$ cat src/rtl/copad_readout.sv
// ============================================================================
// Module   : copad_readout
// Brief    : Buffers co-pad match events in a FIFO, serialises matched clusters.
// Revision : 1.0
// ============================================================================
`default_nettype none

module copad_readout #(
  parameter int DEPTH   = 4,
  parameter int MXCLSTB = 14
) (
  input  logic               clock,
  input  logic               reset,
  input  logic               enable,
  input  logic [7:0]         match,
  input  logic               any_match,
  input  logic [MXCLSTB-1:0] cluster0,
  input  logic [MXCLSTB-1:0] cluster1,
  input  logic [MXCLSTB-1:0] cluster2,
  input  logic [MXCLSTB-1:0] cluster3,
  input  logic [MXCLSTB-1:0] cluster4,
  input  logic [MXCLSTB-1:0] cluster5,
  input  logic [MXCLSTB-1:0] cluster6,
  input  logic [MXCLSTB-1:0] cluster7,
  input  logic               out_ready,
  output logic               out_valid,
  output logic [MXCLSTB-1:0] out_cluster,
  output logic [2:0]         out_idx,
  output logic               out_last,
  output logic [15:0]        event_count,
  output logic [15:0]        drop_count,
  output logic               fifo_full
);

  localparam int AW = $clog2(DEPTH);
  localparam int CW = AW + 1;
  localparam int EW = 8 + 8 * MXCLSTB;

  typedef enum logic [0:0] {
    IDLE = 1'b0,
    SEND = 1'b1
  } state_t;

  state_t             state_q, state_d;
  logic [EW-1:0]      mem_q [DEPTH];
  logic [AW-1:0]      wr_ptr_q, rd_ptr_q;
  logic [CW-1:0]      count_q, count_d;
  logic [7:0]         pend_q, pend_d;
  logic [MXCLSTB-1:0] clus_q [8];
  logic [15:0]        event_count_q, drop_count_q;

  logic [EW-1:0]      in_entry;
  logic [EW-1:0]      head_entry;
  logic               push_req, push_ok, drop, pop, load, full;
  logic [2:0]         beat_idx;
  logic [7:0]         pend_rest;
  logic               pend_one;

  // Entry layout: match in the low byte, cluster k at slot k above it.
  assign in_entry = {cluster7, cluster6, cluster5, cluster4,
                     cluster3, cluster2, cluster1, cluster0, match};
  assign head_entry = mem_q[rd_ptr_q];

  assign full     = (count_q == CW'(DEPTH));
  assign push_req = enable & any_match & (|match);
  assign pop      = (state_q == IDLE) & (count_q != '0);
  // A full FIFO still takes a new event when the head leaves on the same edge.
  assign push_ok  = push_req & (~full | pop);
  assign drop     = push_req & ~push_ok;
  assign count_d  = count_q + {{AW{1'b0}}, push_ok} - {{AW{1'b0}}, pop};

  always_comb begin
    beat_idx = 3'd0;
    for (int k = 7; k >= 0; k--) begin
      if (pend_q[k]) beat_idx = 3'(k);
    end
  end

  assign pend_rest = pend_q & (pend_q - 8'd1);
  assign pend_one  = (pend_rest == 8'd0);

  always_comb begin
    state_d     = state_q;
    pend_d      = pend_q;
    load        = 1'b0;
    out_valid   = 1'b0;
    out_cluster = '0;
    out_idx     = 3'd0;
    out_last    = 1'b0;
    case (state_q)
      IDLE: begin
        if (pop) begin
          load    = 1'b1;
          pend_d  = head_entry[7:0];
          state_d = SEND;
        end
      end
      SEND: begin
        out_valid   = 1'b1;
        out_cluster = clus_q[beat_idx];
        out_idx     = beat_idx;
        out_last    = pend_one;
        if (out_ready) begin
          pend_d = pend_rest;
          if (pend_one) state_d = IDLE;
        end
      end
      default: state_d = IDLE;
    endcase
  end

  always_ff @(posedge clock) begin
    if (reset) begin
      state_q       <= IDLE;
      pend_q        <= 8'd0;
      wr_ptr_q      <= '0;
      rd_ptr_q      <= '0;
      count_q       <= '0;
      event_count_q <= 16'd0;
      drop_count_q  <= 16'd0;
      for (int k = 0; k < 8; k++) clus_q[k] <= '0;
    end else begin
      state_q <= state_d;
      pend_q  <= pend_d;
      count_q <= count_d;
      if (load) begin
        for (int k = 0; k < 8; k++) clus_q[k] <= head_entry[8 + k*MXCLSTB +: MXCLSTB];
      end
      if (push_ok) wr_ptr_q <= wr_ptr_q + 1'b1;
      if (pop)     rd_ptr_q <= rd_ptr_q + 1'b1;
      if (push_ok && event_count_q != 16'hFFFF) event_count_q <= event_count_q + 16'd1;
      if (drop && drop_count_q != 16'hFFFF)     drop_count_q  <= drop_count_q + 16'd1;
    end
  end

  // Storage needs no reset; validity is tracked by the pointers.
  always_ff @(posedge clock) begin
    if (!reset && push_ok) mem_q[wr_ptr_q] <= in_entry;
  end

  assign event_count = event_count_q;
  assign drop_count  = drop_count_q;
  assign fifo_full   = full;

endmodule

`default_nettype wire

$ cat config.mk
export PLATFORM = sky130hd
export DESIGN_NAME = copad_readout
export DESIGN_NICKNAME = d
export VERILOG_FILES = /design/src/rtl/copad_readout.sv
export SDC_FILE = /design/constraint.sdc
export NUM_CORES = 1
export LEC_CHECK = 0
export CORE_MARGIN = 3
export CORE_UTILIZATION = 59
export CTS_CLUSTER_SIZE = 14
export DETAILED_ROUTE_END_ITERATION = 10
export PLACE_DENSITY = 0.8
export SETUP_SLACK_MARGIN = 0.4
export SYNTH_ARGS = -nofsm -noshare
export SYNTH_HDL_FRONTEND = slang
export SYNTH_SLANG_ARGS = --single-unit
$ cat constraint.sdc
create_clock -name clock -period 5.3 [get_ports clock]
set_input_delay 1.06 -clock clock [delete_from_list [all_inputs] [get_ports clock]]
set_output_delay 1.06 -clock clock [all_outputs]
set_load 0.05 [all_outputs]
== Word-level counts from Yosys, hierarchy flattened ==
Memory sizes are Yosys's and may differ from the RTL's. A register that Yosys moved wholly into a read port is not among the register bits.
Cells that the tools add are included.

* Add/subtract/negate cells: 7
* Eq/ne operators: 5
* Multiplexer cells: 37
* Bitwise operators: 18
* Reduce and logical (&&, ||, !) cells: 8

{| class="wikitable"
|+ Operators with widths
! kind !! count
|-
| $mux W14 || 9
|-
| $add A16 B1 Y16 const B || 2
|-
| $ne A16 B16 Y1 const B || 2
|-
| $mux W3 || 9
|-
| $mux W8 || 2
|-
| $pmux W8 S2 || 1
|-
| $mux W1 || 13
|-
| $or A1 B1 Y1 || 9
|-
| $and A8 B8 Y8 || 1
|-
| $logic_not A8 Y1 || 1
|-
| $reduce_or A8 Y1 || 1
|-
| $sub A8 B1 Y8 const B || 1
|-
| $and A1 B1 Y1 || 5
|-
| $add A2 B1 Y2 const B || 2
|-
| $mux W2 || 2
|-
| $ne A2 B2 Y1 const B || 2
|-
| $add A3 B1 Y3 || 1
|-
| $eq A3 B3 Y1 const B || 1
|-
| $logic_and A1 B1 Y1 || 3
|-
| $not A1 Y1 || 3
|-
| $reduce_bool A3 Y1 || 1
|-
| $sub A3 B1 Y3 || 1
|-
| $pmux W1 S2 || 1
|-
| $reduce_and A2 Y1 || 1
|-
| $logic_not A1 Y1 || 1
|}

* Register bits after elaboration: 48
* Bits in writable memories: 592
* Input port bits: 125
* Word-level logic and storage cells: 84
* Memories: 2

{| class="wikitable"
|+ Memories
! memory !! depth !! bits a word !! read ports !! clocked after Yosys merged registers in !! write ports !! RTL line !! text
|-
| mem_q || 4 || 120 || 1 || 1 || 1 || 45 || <nowiki>logic [EW-1:0] mem_q [DEPTH];</nowiki>
|-
| clus_q || 8 || 14 || 1 || 0 || 8 || 49 || <nowiki>logic [MXCLSTB-1:0] clus_q [8];</nowiki>
|}

== Depth between registers and ports, before layout ==
Gate-level depths: netlist of the first run.
An unclocked memory read counts as a cell.

* Depth after elaboration: 10
* Mapped depth: 10

== Least setup slack after synthesis of the first run ==
OpenSTA, ideal clock, no wires.

* Kind: input to register
* From: input port match[4]
* To: memory mem_q[0][0] (netlist bit), enable pin
* Library setup time: 0.494 ns
* Arrival: 4.437 ns
* Slack: 0.369 ns
* Cell stages on the path: 5
* Buffers on the path: 0
* Cell sequence: or4_1 o211a_1 nand2_1 nor2_1 and2_1

* Word-level cells in the longest chain between the ends: 6

{| class="wikitable"
|+ RTL lines
! item !! RTL line !! text
|-
| start, declared || 15 || <nowiki>input logic [7:0] match,</nowiki>
|-
| $reduce_or A8 Y1 || 65 || <nowiki>assign push_req = enable & any_match & (|match);</nowiki>
|-
| $and A1 B1 Y1 || 65 ||
|-
| $and A1 B1 Y1 || 68 || <nowiki>assign push_ok = push_req & (~full | pop);</nowiki>
|-
| $logic_and A1 B1 Y1 || 138 || <nowiki>if (!reset && push_ok) mem_q[wr_ptr_q] <= in_entry;</nowiki>
|-
| $mux W1 || 138 ||
|-
| $mux W1 (not written as such) || 138 ||
|-
| end, declared || 45 ||
|}

No other way between the ends.

== Worst setup path in the final report of the first run ==
* From: register pend_q[0]
* To: output port out_cluster[0]

* Word-level cells in the longest chain between the ends: 3

{| class="wikitable"
|+ RTL lines
! item !! RTL line !! text
|-
| start, declared || 48 || <nowiki>logic [7:0] pend_q, pend_d;</nowiki>
|-
| start signal, assigned || 124 || <nowiki>pend_q <= pend_d;</nowiki>
|-
| $mux W3 || 75 || <nowiki>if (pend_q[k]) beat_idx = 3'(k);</nowiki>
|-
| $mem_v2 Z8 W14 || n/a ||
|-
| $mux W14 || 90 || <nowiki>case (state_q)</nowiki>
|-
| end, declared || 27 || <nowiki>output logic [MXCLSTB-1:0] out_cluster,</nowiki>
|}

No other way between the ends.

==> metrics.md, run 1 <==
| Metric | Value |
|---|---|
| Hold depth | 2 |
| Reg clk slew, reported paths | 0.06 ns |
| Final layout net count | between 1500 and 2000 |
| Syn avg cell area | approximately 18 um2 |
| Port-buffer cells | about 180 |
| Flops & latches, synth | around 640 |
| Critical path depth in cells | 6 |
| RR Endpoint | drop_count[15] |
| Sequential element share of the synthesized area | around 75% |
| Met2 GRT Util | about two fifths |
| CP max stage delay | 0.75 ns |
| Fmax | 211 MHz |
| Die Span X | 212 um |
| Int Power | around 10 mW |
| Routability cong. | between 0.9 and 1 |
| Setup TNS Final | 0 ns |
| Drt total wl | roughly 55000 um |
| Arrival @ worst endpoint | 3.69 ns |
| Placed cell count | between 2000 and 2500 |
| Unrepaired setup endpoints after global routing | no |
| Worst-Margin Slew | between 1 and 1.5 ns |
| Post-Syn Area | 25100 um2 |
| Count of cell types in the netlist | 59 |
| Critical Path RT | approximately 4.2 ns |
| Detailed Route Iter0 Violations | 1585 |
| Footprint of the multi-input gates | 6020 um2 |
| Worst flop-to-flop path startpoint | state_q |
| Wire length per cell | between 20 and 30 um |
| Synth Net Count | approximately 1500 |
| CP cell instances | or2_2 -> buf_4 -> o21ai_0 -> a21boi_0 -> or4_1 -> clkdlybuf4s50_1 |
| Worst Hold End | event_count[15] |
| CTS H-tree lvls | 2 |
| Max clock buf depth | 3 |
| Hold Vio Cnt, Final | 0 |
| Min Tclk post-route | around 4.8 ns |
| FF+latch area | ~19000 um2 |
| M1 GR Usage | between 30% and 40% |
| Root Buffer | clkbuf_16 |
| PD cells | ~480 nW/um2 |
| Total global routing overflow | 0 |
| Vias in the first global route | 13602 |
| GRT Overall Usage | around 25% |
| Setup violations, final | 0 |
| DIE AREA | ~45000 um2 |
| Ys async rst share | 0% |
| Worst reg2reg path depth | 6 |
| Grt met3 use | ~4.6% |
| CP Buf/Inv Count | 2 |
| Pin count of the biggest net entering global routing | 70 |
| Switch share | a little under a third |
| Share of layout cells above drive strength 1 | between 10% and 20% |
| Warnings, synthesis | 0 |
| Worst-path fanout max | 31 |
| Number of I/O pins | 177 |
| First-pass DRT Iterations | 6 |
| Slowest CP cell | clkdlybuf4s50_1 |
| Worst slew margin | 14.4% |
| Sequential share of power | between 40% and 50% |
| Most frequent cells in the layout | 592 x edfxtp_1, 175 x clkdlybuf4s50_1, 120 x mux4_2, 85 x and2_1, 73 x o21ai_0 |
| Area delta synth->final | 17.3% |
| VDD IR max | between 0.0003 and 0.0004 V |
| Leak pwr | a little over 9 nW |
| Fin cells | 2150 |
| Antenna-violating nets left | 0 |
| Top FF cell, synth | edfxtp_1 |
| Starting density of the core | about three fifths |
| Clock power frac | between 20% and 30% |
| Worst-Skew Late Latency | 0.62 ns |
| CP delay by family, top | simple AND/OR/NAND/NOR gates |
| Core area | just over 40000 um2 |
| Fin. max-slew vios | 0 |
| Die height | 212 um |
| GRT Max-Usage Layer | met2 |
| Hold_sp | event_count[15] |
| Routed vias | approximately 14000 |
| Hold Path Class | flop to flop |
| Fillers | around 2500 |
| Reg2reg setup slack | approximately 2.3 ns |
| Kind of critical path | flop to primary output |
| Max cap viols | 0 |
| Initial antenna violation count | 2 |
| Synth Instances | approximately 1400 |
| Most common cell after layout, fill and taps aside | edfxtp_1 |
| First-pass GRT wire length | around 84000 um |
| Fin crit share | 89.6% |
| Remaining DRCs | 0 |
| Via-to-Cell Ratio | ~6.3 |
| Clock Skew | ~0.018 ns |
| CTS sink cnt | around 640 |
| CP Launch Type | flop |
| Num CTS Buffers | 60 |
| Sw Pwr | approximately 4.3 mW |
| Combinational Power Share | 24.3% |
| Post-synth EDFFs | approximately 600 |
| # rows | 74 |
| # diodes | 0 |
| CTS tree | done |
| Outcome | complete, no violations |
| Crit end category | primary output |
| Hpwl dp | around 34000 um |
## how the worst max path moves through the flow
| stage | startpoint | end | slack [ns] |
|---|---|---|---|
| finish | pend_q[0] | out_cluster[0] | 0.55 |
| CTS | pend_q[0] | out_cluster[10] | 0.42 |
| floorplan | reset | clus_q[0][0] | 0.52 |
| global placement | pend_q[2] | out_cluster[11] | 1.05 |
| detailed placement | pend_q[2] | out_cluster[10] | 0.97 |
| global route | pend_q[0] | out_cluster[0] | 0.46 |
## metrics by stage
step                power (mW)  hold WS (ns)  setup slack, ns  utilization, %  cell area (um2)
detailed placement        10.1         0.489            0.965            66.4            27600
floorplan                 8.89         0.469            0.521               -            25100
global route              14.7         0.536            0.460            71.1            29500
CTS                       14.2         0.499            0.424            71.1            29500
global placement          10.1         0.479             1.05            66.4            27600
finish                    14.2         0.497            0.550            71.1            29500
## flip-flops by register name (all words and copies together), names as in the netlist, named ones only
signal and flops:
state_q 1, drop_count 16, pend_q 8, rd_ptr_q 2, mem_q 480, event_count 16, count_q 3, clus_q 112
wr_ptr_q 2
## cell type report
type                            count  share of cell area (%)
Sequential cell                   642                    63.7
Multi-Input combinational cell    660                    20.4
Timing Repair Buffer              201                    7.11
Clock buffer                       70                    5.36
Tap cell                          532                    2.26
Clock inverter                     37                   0.993
Inverter                            8                   0.102
## worst reg2reg max path: cells and delay by family, from the launching register on
kind            cells  cell delay (ns)
compound gates      2             0.80
buf+inv             1             0.26
flops               1             0.36
simple gates        3             1.51
## power by group through the flow
stage | logic, mW | clock network (mW) | registers [mW]
2_1_floorplan | 2.43 | 0 | 6.46
3_3_place_gp | 3.35 | 0 | 6.73
3_5_place_dp | 3.38 | 0 | 6.71
4_1_cts | 3.44 | 4.17 | 6.63
5_1_grt | 3.67 | 4.37 | 6.69
6_report | 3.45 | 4.11 | 6.64
## per-layer routing
layer	wire length, um	vias to the layer above
met1	22000	6933
met4	1630	4
met2	26900	600
li1	-	5884
met5	27	-
met3	4360	105
## Yosys cell counts (all sizes together) (4+ instances only)
master	number	area share, %
or3	11	0.27
nor3	6	0.12
and2	89	2.2
ha	7	0.35
o21ai	74	1.5
nand4	8	0.20
nor2b	29	0.72
xor2	4	0.14
nand3	69	1.4
or2	5	0.12
xnor2	17	0.59
o31ai	5	0.15
mux4	120	11
a21oi	54	1.1
a21boi	29	0.87
inv	8	0.12
clkbuf	58	0.87
nor2	42	0.63
buf	24	0.53
or4	21	0.64
nor4	10	0.27
edfxtp	592	71
dfxtp	50	4.0
nand2b	5	0.12
and3	4	0.10
nand2	19	0.28
## kinds of logic (layout without fill, tap and decap cells)
kind of cell             Yosys count  after routing  synth area share, %
adder cells (fa/ha/maj)            9              9                0.468
XOR/XNOR                          21             21                0.732
AND/OR/NAND/NOR                  329            329                 7.50
flip-flops                       642            642                 74.7
AO/OA/AOI/OAI                    180            180                 4.26
multiplexers                     121            121                 10.8
buffers and inverters             90            316                 1.51
## timing repair
action / CTS / global route
buffers inserted: 3 / 0
hold buffers: 0 / 0
pin swaps: 1 / 0
endpoints found under the setup margin: 9 / 14
gates resized for setup: 1 / 1
No activity file was read; power rests on OpenSTA's default activity.
==> run 2, diff against run 1 <==
--- a/constraint.sdc
+++ b/constraint.sdc
@@ -3,2 +3,2 @@
 set_output_delay 1.06 -clock clock [all_outputs]
-set_load 0.05 [all_outputs]
+set_load 0.01 [all_outputs]
==> metrics.md, run 2 (same netlist as run 1, synthesis figures left out) <==
| Metric | Value |
|---|---|
| Outcome | complete, no violations |
| Max reg flops | 480 |
| Met2 GRT Util | about two fifths |
| Fin. max-slew vios | 0 |
| CP Buf/Inv Count | 2 |
| Worst-path fanout max | 37 |
| Routability cong. | between 0.8 and 0.9 |
| CTS tree | done |
| Setup violations, final | 0 |
| CP Launch Type | flop |
| Area delta synth->final | 17.2% |
| Setup TNS Final | 0 ns |
| Most frequent cells in the layout | 592 x edfxtp_1, 175 x clkdlybuf4s50_1, 120 x mux4_2, 85 x and2_1, 73 x o21ai_0 |
| Biggest regs | mem_q: 480 flops, clus_q: 112 flops |
| Hold_buf cts | 0 |
| Largest Register | mem_q |
| Final setup margin | roughly 0.66 ns |
| Initial antenna violation count | 0 |
| Min Tclk post-route | 4.64 ns |
| Num CTS Buffers | 61 |
| Die Span X | around 210 um |
| Die height | 212 um |
| Reg clk slew, reported paths | 0.06 ns |
| Pre-CTS setup slack | roughly 1.2 ns |
| DIE AREA | between 40000 and 50000 um2 |
| GRT Overall Usage | 24.6% |
| Drt total wl | 54300 um |
| Hold Vio Cnt, Final | 0 |
| Worst-Skew Late Latency | ~0.62 ns |
| Final layout net count | 1705 |
| Clock Skew | between 0.015 and 0.02 ns |
| Slowest CP cell | nor2_4 |
| Hpwl dp | 33500 um |
| Max clock buf depth | 3 |
| Core area | around 41000 um2 |
| VDD IR max | 0.000323 V |
| CTS H-tree lvls | 2 |
| CP max stage delay | between 0.7 and 0.8 ns |
| Critical Path RT | between 4 and 5 ns |
| M1 GR Usage | between 30% and 40% |
| Crit end category | primary output |
| Total global routing overflow | 0 |
| Critical path depth in cells | 6 |
| CTS sink cnt | about 640 |
| Post-CTS setup buffers | 0 |
| Worst slew margin | between 10% and 20% |
| GRT Max-Usage Layer | met2 |
| # rows | 74 |
| Remaining DRCs | 0 |
| Worst-Margin Slew | 1.25 ns |
| Wire length per cell | approximately 25 um |
| FF+latch area | around 19000 um2 |
| Worst reg2reg path depth | 5 |
| Footprint of the multi-input gates | 6010 um2 |
| Arrival @ worst endpoint | 3.58 ns |
| Unrepaired setup endpoints after global routing | no |
| Fmax | between 200 and 250 MHz |
| First-pass DRT Iterations | 5 |
| Number of I/O pins | 177 |
| Fillers | about 2500 |
| Share of layout cells above drive strength 1 | between 10% and 20% |
| Vias in the first global route | roughly 13000 |
| PD cells | between 400 and 500 nW/um2 |
| Detailed Route Iter0 Violations | around 1500 |
| Grt met3 use | between 5 and 6% |
| Leak pwr | roughly 9.3 nW |
| Pin count of the biggest net entering global routing | 76 |
| Most common cell after layout, fill and taps aside | edfxtp_1 |
| Max cap viols | 0 |
| Starting density of the core | about three fifths |
| Fin crit share | between 80% and 90% |
| Routed vias | ~13000 |
| First-pass GRT wire length | roughly 82000 um |
| Root Buffer | clkbuf_16 |
| Kind of critical path | flop to primary output |
| CP cell instances | nor2_4 -> buf_4 -> nand3_1 -> a21boi_0 -> or4_1 -> clkdlybuf4s50_1 |
| Via-to-Cell Ratio | around 6.2 |
| Antenna-violating nets left | 0 |
| Port-buffer cells | between 150 and 200 |
| Hold Path Class | flop to flop |
| CP delay by family, top | simple AND/OR/NAND/NOR gates |
| Hold depth | 2 |
run 2: per-layer routing:
metal	vias up	wire length, um
met1	6839	21700
met4	0	1260
met3	89	4410
met2	642	27000
li1	5882	-
met5	-	0
run 2: layout make-up:
| class | instances | area share [%] |
|---|---|---|
| clock inverter | 39 | 1.20 |
| clock buffer | 73 | 5.34 |
| tap | 532 | 2.26 |
| timing repair buffer | 199 | 6.89 |
| inverter | 8 | 0.102 |
| sequential | 642 | 63.8 |
| antenna | 1 | 0.00850 |
| multi-input combinational | 660 | 20.4 |
run 2: worst paths after layout:
kind | startpoint | endpoint | slack, ns
worst min register to register | drop_count[15] | drop_count[15] | 0.50
worst min-delay path | drop_count[15] | drop_count[15] | 0.50
worst max register to register | state_q | drop_count[15] | 2.24
worst max-delay path | pend_q[0] | out_cluster[7] | 0.66
run 2: worst min-delay path, delay by kind of cell, from the launching register on:
kind / cells / cell delay (ns)
compound gates: 2 / 0.12
flops: 1 / 0.33
run 2: what timing repair did:
action / in CTS / in global routing
resized for setup: 0 / 1
endpoints found under the hold margin: 0 / 0
setup endpoints to repair: 0 / 3
run 2: stage by stage:
| step | total power, mW | util, % | area (um2) | hold WS, ns | std cells |
|---|---|---|---|---|---|
| global route | 14.5 | 71.0 | 29400 | 0.527 | 2153 |
| finish | 14.0 | 71.0 | 29500 | 0.498 | 2154 |
| CTS | 14.0 | 71.0 | 29400 | 0.502 | 2152 |
| global placement | 9.73 | 66.3 | 27500 | 0.474 | 2040 |
| floorplan | 8.60 | - | 25100 | 0.469 | 1392 |
| detailed placement | 9.78 | 66.3 | 27500 | 0.493 | 2040 |
run 2: report_power, final:
group	switching, mW	internal (mW)	leakage, nW
combinational	1.84	1.32	2.44
sequential	0.386	6.20	5.95
clock	1.82	2.40	0.948
